$ cat config.mk
export PLATFORM = sky130hd
export DESIGN_NAME = shifter_pipe_flat
export DESIGN_NICKNAME = d
export VERILOG_FILES = /design/src/rtl/shifter_pipe_if.sv /design/src/rtl/shifter_pipe.sv /design/src/flat_wrapper.sv
export SDC_FILE = /design/constraint.sdc
export NUM_CORES = 1
export LEC_CHECK = 0
export ABC_AREA = 1
export BUFFER_PORTS_ARGS = -buffer_cell sky130_fd_sc_hd__buf_2
export CAP_MARGIN = 30
export CORE_MARGIN = 8
export CORE_UTILIZATION = 50
export CTS_CLUSTER_SIZE = 28
export DETAILED_ROUTE_END_ITERATION = 12
export GPL_TIMING_DRIVEN = 0
export PLACE_DENSITY = 0.68
export RECOVER_POWER = 100
export SYNTH_ARGS = -nofsm -noshare
export SYNTH_HDL_FRONTEND = slang
export SYNTH_SLANG_ARGS = --single-unit
$ cat constraint.sdc
create_clock -name clk -period 3.7 [get_ports clk]
set_clock_uncertainty 0.05 [all_clocks]
set_input_delay 0.74 -clock clk [delete_from_list [all_inputs] [get_ports clk]]
set_output_delay 0.74 -clock clk [all_outputs]
set_load 0.02 [all_outputs]
$ cat src/rtl/shifter_pipe_if.sv
// shifter_pipe_if
//   Groups the operation-in and result-out handshake channels of the
//   pipelined barrel shifter.
//   Signals:
//     in_valid/in_ready      operation handshake (ready driven by the shifter)
//     in_data [WIDTH]        operand
//     in_shamt[SHW]          shift amount, 0..WIDTH-1
//     in_op   [3]            000 SRL, 001 SRA, 010 SLL, 011 ROR, 100 ROL
//     out_valid/out_ready    result handshake (ready driven by the consumer)
//     out_data[WIDTH]        shifted result
//     out_err                result came from a reserved or disabled op
//     occupancy[SHW+1]       operations currently in flight
//   Modports: master = producer/consumer side, slave = shifter side.
interface shifter_pipe_if #(
  parameter int WIDTH = 32
);
  localparam int SHW = $clog2(WIDTH);

  logic             in_valid;
  logic             in_ready;
  logic [WIDTH-1:0] in_data;
  logic [SHW-1:0]   in_shamt;
  logic [2:0]       in_op;
  logic             out_valid;
  logic             out_ready;
  logic [WIDTH-1:0] out_data;
  logic             out_err;
  logic [SHW:0]     occupancy;

  modport master (
    output in_valid, in_data, in_shamt, in_op, out_ready,
    input  in_ready, out_valid, out_data, out_err, occupancy
  );

  modport slave (
    input  in_valid, in_data, in_shamt, in_op, out_ready,
    output in_ready, out_valid, out_data, out_err, occupancy
  );
endinterface

$ cat src/rtl/shifter_pipe.sv
// shifter_pipe
//   Fully pipelined barrel shifter: SRL, SRA, SLL and (optionally) ROR/ROL on
//   WIDTH-bit operands. Layer k shifts by 2^k when shamt bit k is set, so the
//   pipe is log2(WIDTH) registered layers deep and accepts one op per cycle.
//   The whole pipe stalls together: it advances whenever the last layer is
//   empty or the consumer takes the result.
//   Ports:
//     clk    rising-edge clock
//     rst_n  asynchronous active-low reset (release synchronous to clk)
//     bus    shifter_pipe_if.slave (operation in, result out, occupancy)
//   Build option:
//     SHIFTER_ROTATE_EN  when defined, ops 011 (ROR) and 100 (ROL) rotate;
//                        when undefined they are reserved (pass-through,
//                        out_err = 1) and no wrap logic is built.
//   WIDTH must match the WIDTH of the connected interface instance.
module shifter_pipe #(
  parameter int WIDTH = 32
) (
  input  logic          clk,
  input  logic          rst_n,
  shifter_pipe_if.slave bus
);
  localparam int SHW = $clog2(WIDTH);

  localparam logic [2:0]   OP_SRL  = 3'b000;
  localparam logic [2:0]   OP_SRA  = 3'b001;
  localparam logic [2:0]   OP_SLL  = 3'b010;
  localparam logic [2:0]   OP_ROR  = 3'b011;
  localparam logic [2:0]   OP_ROL  = 3'b100;
  localparam logic [SHW:0] OCC_ONE = {{SHW{1'b0}}, 1'b1};

  logic         advance;
  logic         accept;
  logic         xfer;
  logic         in_err;
  logic [SHW:0] occ_reg;
  logic [SHW:0] occ_next;

  // Layer registers. The last layer only needs data/valid/err, so the
  // side-band fields (op, SRA fill bit, shift amount) stop one layer short.
  logic [WIDTH-1:0] data_reg  [SHW];
  logic             valid_reg [SHW];
  logic             err_reg   [SHW];
  logic [2:0]       op_reg    [SHW-1];
  logic             msb_reg   [SHW-1];
  logic [SHW-1:0]   shamt_reg [SHW-1];

  // What each layer sees on its input, and its shifted result.
  logic [WIDTH-1:0] data_in   [SHW];
  logic [WIDTH-1:0] data_next [SHW];
  logic             valid_in  [SHW];
  logic             err_in    [SHW];
  logic             msb_in    [SHW];
  logic [2:0]       op_in     [SHW];
  logic [SHW-1:0]   shamt_in  [SHW];

  assign advance = !valid_reg[SHW-1] || bus.out_ready;
  assign accept  = bus.in_valid && advance;
  assign xfer    = valid_reg[SHW-1] && bus.out_ready;

`ifdef SHIFTER_ROTATE_EN
  assign in_err = (bus.in_op > OP_ROL);
`else
  assign in_err = (bus.in_op > OP_SLL);
`endif

  genvar gi;
  generate
    for (gi = 0; gi < SHW; gi++) begin : g_layer
      localparam int STEP = 1 << gi;
      logic [WIDTH-1:0] shifted;

      if (gi == 0) begin : g_head
        // Bubbles enter as all-zero slots so idle data stays deterministic.
        assign data_in[gi]  = accept ? bus.in_data : '0;
        assign valid_in[gi] = accept;
        assign err_in[gi]   = accept && in_err;
        assign msb_in[gi]   = accept && bus.in_data[WIDTH-1];
        assign op_in[gi]    = accept ? bus.in_op : OP_SRL;
        assign shamt_in[gi] = accept ? bus.in_shamt : '0;
      end else begin : g_body
        assign data_in[gi]  = data_reg[gi-1];
        assign valid_in[gi] = valid_reg[gi-1];
        assign err_in[gi]   = err_reg[gi-1];
        assign msb_in[gi]   = msb_reg[gi-1];
        assign op_in[gi]    = op_reg[gi-1];
        assign shamt_in[gi] = shamt_reg[gi-1];
      end

      always_comb begin
        shifted = data_in[gi];
        // Reserved ops never shift, so they arrive at the output unchanged.
        if (shamt_in[gi][gi] && !err_in[gi]) begin
          case (op_in[gi])
            OP_SRL:  shifted = data_in[gi] >> STEP;
            // SRA fills from the operand MSB captured at the input layer.
            OP_SRA:  shifted = (data_in[gi] >> STEP) |
                               ({WIDTH{msb_in[gi]}} << (WIDTH - STEP));
            OP_SLL:  shifted = data_in[gi] << STEP;
`ifdef SHIFTER_ROTATE_EN
            OP_ROR:  shifted = (data_in[gi] >> STEP) | (data_in[gi] << (WIDTH - STEP));
            OP_ROL:  shifted = (data_in[gi] << STEP) | (data_in[gi] >> (WIDTH - STEP));
`endif
            default: shifted = data_in[gi];
          endcase
        end
      end

      assign data_next[gi] = shifted;
    end
  endgenerate

  always_comb begin
    occ_next = occ_reg;
    if (accept && !xfer) begin
      occ_next = occ_reg + OCC_ONE;
    end else if (xfer && !accept) begin
      occ_next = occ_reg - OCC_ONE;
    end
  end

  always_ff @(posedge clk or negedge rst_n) begin
    if (!rst_n) begin
      for (int k = 0; k < SHW; k++) begin
        data_reg[k]  <= '0;
        valid_reg[k] <= 1'b0;
        err_reg[k]   <= 1'b0;
      end
      for (int k = 0; k < SHW - 1; k++) begin
        op_reg[k]    <= OP_SRL;
        msb_reg[k]   <= 1'b0;
        shamt_reg[k] <= '0;
      end
      occ_reg <= '0;
    end else begin
      if (advance) begin
        for (int k = 0; k < SHW; k++) begin
          data_reg[k]  <= data_next[k];
          valid_reg[k] <= valid_in[k];
          err_reg[k]   <= err_in[k];
        end
        for (int k = 0; k < SHW - 1; k++) begin
          op_reg[k]    <= op_in[k];
          msb_reg[k]   <= msb_in[k];
          shamt_reg[k] <= shamt_in[k];
        end
      end
      occ_reg <= occ_next;
    end
  end

  assign bus.in_ready  = advance;
  assign bus.out_valid = valid_reg[SHW-1];
  assign bus.out_data  = data_reg[SHW-1];
  assign bus.out_err   = err_reg[SHW-1];
  assign bus.occupancy = occ_reg;
endmodule

$ cat src/flat_wrapper.sv
// flat-port wrapper written by rule: the top's interface ports become plain ports
module shifter_pipe_flat 
#(
  parameter int WIDTH = 32
)
  (clk, rst_n, bus_in_valid, bus_in_data, bus_in_shamt, bus_in_op, bus_out_ready, bus_in_ready, bus_out_valid, bus_out_data, bus_out_err, bus_occupancy);
  shifter_pipe_if #(.WIDTH(WIDTH)) bus_i ();
  input  logic clk;
  input  logic rst_n;
  input wire logic [$bits(bus_i.in_valid)-1:0] bus_in_valid;
  input wire logic [$bits(bus_i.in_data)-1:0] bus_in_data;
  input wire logic [$bits(bus_i.in_shamt)-1:0] bus_in_shamt;
  input wire logic [$bits(bus_i.in_op)-1:0] bus_in_op;
  input wire logic [$bits(bus_i.out_ready)-1:0] bus_out_ready;
  output wire logic [$bits(bus_i.in_ready)-1:0] bus_in_ready;
  output wire logic [$bits(bus_i.out_valid)-1:0] bus_out_valid;
  output wire logic [$bits(bus_i.out_data)-1:0] bus_out_data;
  output wire logic [$bits(bus_i.out_err)-1:0] bus_out_err;
  output wire logic [$bits(bus_i.occupancy)-1:0] bus_occupancy;
  assign bus_i.in_valid = bus_in_valid;
  assign bus_i.in_data = bus_in_data;
  assign bus_i.in_shamt = bus_in_shamt;
  assign bus_i.in_op = bus_in_op;
  assign bus_i.out_ready = bus_out_ready;
  assign bus_in_ready = bus_i.in_ready;
  assign bus_out_valid = bus_i.out_valid;
  assign bus_out_data = bus_i.out_data;
  assign bus_out_err = bus_i.out_err;
  assign bus_occupancy = bus_i.occupancy;
  shifter_pipe #(.WIDTH(WIDTH)) u_core (.clk(clk), .rst_n(rst_n), .bus(bus_i));
endmodule
# Yosys cells after proc, flatten, opt, wreduce, memory -nomap -nowiden
# Cells that the tools add are included.
[word_totals]
ff_bits = 212
input_bits = 44
output_inout_bits = 41
elab_cells = 87
[classes]
addsub = 2
magnitude_cmp = 1
eq_ne = 10
muxes = 15
n_bitwise = 5
reduce_logical = 26
[ops]
columns = ["operator", "count"]
rows = [
  ["one-hot mux 32 bit (3 select lines)", 5],
  ["2-to-1 mux 32 bit", 6],
  ["bitwise OR 16 x 32 -> 32 bit", 1],
  ["bitwise OR 24 x 32 -> 32 bit", 1],
  ["bitwise OR 28 x 32 -> 32 bit", 1],
  ["bitwise OR 30 x 32 -> 32 bit", 1],
  ["bitwise OR 31 x 32 -> 32 bit", 1],
  ["== test 3 x 1 -> 1 bit (second input constant)", 5],
  ["== test 3 x 2 -> 1 bit (second input constant)", 5],
  ["logical NOT 3 bit", 5],
  ["2-to-1 mux 6 bit", 2],
  ["logical AND 1 bit", 11],
  ["logical NOT 1 bit", 8],
  ["adder 6 x 1 -> 6 bit (second input constant)", 1],
  ["subtractor 6 x 1 -> 6 bit (second input constant)", 1],
  ["2-to-1 mux 5 bit", 1],
  ["greater-than comparator 3 x 2 -> 1 bit (second input constant)", 1],
  ["2-to-1 mux 3 bit", 1],
  ["nonzero test 2 bit", 1],
  ["logical OR 1 bit", 1],
]

# Longest topological paths before layout
[logic_depth]
word_depth = 7
ltp_mapped = 17
ltp_nobuf = 15

# Least setup slack after synthesis
# OpenSTA, ideal clock, no wires.
[synth_timing]
path_type = "input to register"
start = "input bus_out_ready"
end = "register u_core.occ_reg[3] (netlist: u_core.bus.occupancy[3])"
setup_ps = 126
arrival_time_ps = 2383
path_slack_ps = 1140
stages = 15
path_buffers = 2
cell_sequence = "inv_1 > nand2_2 > nand2_4 > inv_2 > buf_4 > buf_2 > ha_1 > inv_1 > ha_1 > nand2_1 > nand2_1 > a21oi_1 > nand2_1 > nand2_1 > o21ai_0"
[synth_via]
elab_chain_len = 5
elab_cells_between_ends = 9
[synth_rtl]
columns = ["element", "line_no", "text"]
rows = [
  ["from (decl)", "flat_wrapper.sv:14", "input wire logic [$bits(bus_i.out_ready)-1:0] bus_out_ready;"],
  ["logical OR 1 bit (*)", "shifter_pipe.sv:57", "assign advance = !valid_reg[SHW-1] || bus.out_ready;"],
  ["logical AND 1 bit (*)", "shifter_pipe.sv:58", "assign accept = bus.in_valid && advance;"],
  ["net u_core.accept", "shifter_pipe.sv:33", "logic accept;"],
  ["logical NOT 1 bit", "shifter_pipe.sv:117", "end else if (xfer && !accept) begin"],
  ["logical AND 1 bit", "shifter_pipe.sv:117", ""],
  ["nonzero test 2 bit (no line)", "-", ""],
  ["to (signal assigned)", "shifter_pipe.sv:148", "occ_reg <= occ_next;"],
  ["to (decl)", "shifter_pipe.sv:36", "logic [SHW:0] occ_reg;"],
]
# The timed path passes the listed nets; every way through them passes the cells marked *.
# A chain may end at the register's enable or synchronous reset.

# Worst setup path in the final report
[layout_timing]
start = "register u_core.valid_reg (netlist bit u_core.bus.out_valid)"
end = "output bus_in_ready"
[layout_via]
elab_chain_len = 2
[layout_rtl]
columns = ["element", "line_no", "text"]
rows = [
  ["from (decl)", "shifter_pipe.sv:42", "logic valid_reg [SHW];"],
  ["from (signal, indexed assignment)", "shifter_pipe.sv:139", "valid_reg[k] <= valid_in[k];"],
  ["logical NOT 1 bit", "shifter_pipe.sv:57", ""],
  ["logical OR 1 bit", "shifter_pipe.sv:57", ""],
  ["to (decl)", "flat_wrapper.sv:15", "output wire logic [$bits(bus_i.in_ready)-1:0] bus_in_ready;"],
]
# Every way passes these cells.

==> results.json <==
{
  "required_ns": 2.91,
  "syn_area_um2": 11000,
  "dr.pass1.iters": 5,
  "place_congestion": 0.930,
  "dieArea_um2": 27000,
  "antenna_found_initial": 0,
  "min_to": "u_core.shamt_in[19]",
  "grt_max_degree": 106,
  "path_max_fanout": 10,
  "arrival_ns": 2.41,
  "num-nets-final": 1699,
  "top_layer": "met4",
  "fill_cells": 2156,
  "reg2regPathDepth": 14,
  "layout-drive-gt1-share_pct": 8.89,
  "yosysUniqueCellTypes": 32,
  "coreArea_um2": 21700,
  "crit_top_cell": "clkbuf_1",
  "drtAntennaViolNets": 0,
  "clock_latency_ns": 0.52,
  "post-route-util_pct": 57.6,
  "r2r_setup_slack_ns": 0.63,
  "start_util_pct": 50.8,
  "postSynthAreaPerCell_um2": 7.15,
  "yosys_warnings": 0,
  "async_reset_ff_share_pct": 100,
  "clk_pin_slew_ns": 0.06,
  "outcome": "finished with violations",
  "leakagePower_nw": 6.27,
  "synthesis.nets": 1589,
  "grt_pass1_vias": 10300,
  "placed_cell_area_um2": 11800,
  "post_cts_buffers": 0,
  "grt_pass1_wl_um": 52500,
  "viasPerCell": 5.45,
  "p_per_area_nw_per_um2": 835,
  "port_buffers": 84,
  "maxCapViolations": 1,
  "final_area_um2": 12500,
  "timing.fmax_mhz": 313,
  "vias": 10600,
  "clock-sinks": 202,
  "dpl.cell_count": 1904,
  "wirelength_met1_um": 14000,
  "hold_depth": 2,
  "regToRegEndpoint": "u_core.bus.occupancy[3]",
  "hold_start": "bus_in_shamt[4]",
  "dp_hpwl_um": 23900,
  "antennaDiodeCount": 0,
  "synth_edf_count": 0,
  "max_stage_delay_ns": 0.39,
  "hold_class": "in2reg",
  "final_cell_mix": "nand2_1 (602), nand3_1 (204), dfrtp_1 (202)",
  "seqCellArea_um2": 5050,
  "rsz0062_at_grt": "false",
  "wl_met3_um": 1710,
  "pin_count": 85,
  "multi_input_area_um2": 5010,
  "final_common_cell": "nand2_1",
  "syn_inst": 1539,
  "start_kind": "register",
  "slew-limit-headroom_pct": -63.8,
  "syn2layout_area_growth_pct": 13.4,
  "overflow": 0,
  "first_iter_violations": 929,
  "finalCriticalPeriod_ns": 3.20,
  "synth-main-ff-cell": "dfrtp_1",
  "final_hold_viol_count": 0,
  "cts_tree": "done",
  "avgRoutedWirePerCell_um": 16.6,
  "endpoint_kind": "output pin",
  "final_cells": 1945,
  "grt_usage_pct": 24.1,
  "rows": 54,
  "violations": "capacitance limit, slew limit",
  "worstPathCellList": "nand2_1 -> buf_4 -> clkbuf_1 -> buf_2 -> clkbuf_1",
  "crit_type": "reg2out",
  "cts_resized": 0,
  "synth_seq_cells": 202,
  "clk_path_buf_depth": 3,
  "final_max_slew_viol_count": 98,
  "r2r_start": "u_core.bus.out_valid",
  "die_h_um": 164,
  "hold_ws_ns": 0.387,
  "cts_buffers": 23,
  "cts-root-buf": "clkbuf_16",
  "finalSetupViolCount": 0,
  "irDropWorstVdd_v": 0.000426,
  "fp.dieW_um": 164,
  "wl_um": 32300,
  "period_share_pct": 86.5,
  "crit_slowest_cell": "dfrtp_1",
  "wl_met2_um": 15500,
  "ys_seq_area_share_pct": 45.9,
  "htreeDepth": 1,
  "fin_setup_tns_ns": 0,
  "ctsHoldBuffers": 0,
  "tightest_slew_ns": 2.46,
  "drc_errors": 0
}
==> critical path, delay by kind of cell (launching register included) <==
family / cells / cell delay [ns]
buffers and inverters: 4 / 1.25
DFF: 1 / 0.39
and+or+nand+nor: 1 / 0.24
==> flip-flops by register name (all words and copies together) (netlist names) <==
name and cells:
u_core.data_in 128, u_core.bus.out_valid 1, u_core.bus.out_data 32, u_core.bus.occupancy 6
u_core.bus.out_err 1, u_core.valid_in 4, u_core.err_in 4, u_core.msb_in 4
u_core.op_in 12, u_core.shamt_in 10
==> through the flow <==
step           setup WS (ns)  total power, mW
2_1_floorplan           1.14             6.74
3_3_place_gp           -1.56             8.13
3_5_place_dp           0.620             8.21
4_1_cts                0.817             10.5
5_1_grt                0.375             11.3
6_report               0.500             10.4
==> synth_stat cells, types with 2 or more instances <==
master	number	area, µm²
buf_4	9	67.6
or2_1	4	25.0
inv_1	117	439
nand3_1	204	1020
nand2_2	5	31.3
a22oi_1	2	15.0
nor2_2	6	37.5
clkbuf_1	33	124
buf_6	2	22.5
o22ai_1	2	12.5
nand2_1	600	2250
nand4_1	3	18.8
ha_1	5	62.6
nor2_1	64	240
o211ai_1	52	390
o21ai_0	74	370
or2_2	2	12.5
a21oi_1	81	405
inv_2	6	22.5
buf_2	47	235
buf_1	5	18.8
a22o_1	2	17.5
or2_0	3	18.8
dfrtp_1	202	5050
xnor2_1	2	17.5
==> final cells by class <==
class | instances | area share (%)
Buffer | 97 | 3.67
Clock buffer | 31 | 5.33
Clock inverter | 10 | 0.701
Inverter | 123 | 3.70
Multi-Input combinational cell | 1117 | 40.2
Sequential cell | 202 | 40.5
Tap cell | 280 | 2.81
Timing Repair Buffer | 85 | 3.18
==> how the worst max path moves through the flow <==
stage                                     from  slack, ns                 endpoint  cells past startpoint
after floorplan                  bus_out_ready       1.14  u_core.bus.occupancy[3]                     15
after global placement                   rst_n      -1.56       u_core.data_in[84]                      1
after detailed placement         bus_out_ready       0.62  u_core.bus.occupancy[3]                     16
after CTS                 u_core.bus.out_valid       0.82             bus_in_ready                      5
after global routing      u_core.bus.out_valid       0.37             bus_in_ready                      5
final                     u_core.bus.out_valid       0.50             bus_in_ready                      5
==> metal layers <==
metal / vias to the layer above / GRT usage [%]
met4: 0 / 8.31
met1: 5036 / 31.2
met2: 311 / 41.0
met5: - / 0
li1: 5180 / -
met3: 80 / 3.29
==> kinds of logic (layout without fill, tap and decap cells) <==
logic type,count (synthesis),after routing,synth area share (%)
XOR/XNOR,2,2,0.159
AO/OA/AOI/OAI,215,215,11.1
AND/OR/NAND/NOR,894,894,33.5
adder cells (fa/ha/maj),6,6,0.750
buffers and inverters,220,346,8.49
flip-flops,202,202,45.9
==> power breakdown <==
part           total, mW  leakage (nW)  switching (mW)  internal, mW
combinational       4.36          3.32            2.99          1.37
sequential          3.81          2.58           0.715          3.09
clock               2.25         0.372           0.923          1.33
No activity file was read; power rests on OpenSTA's default activity.
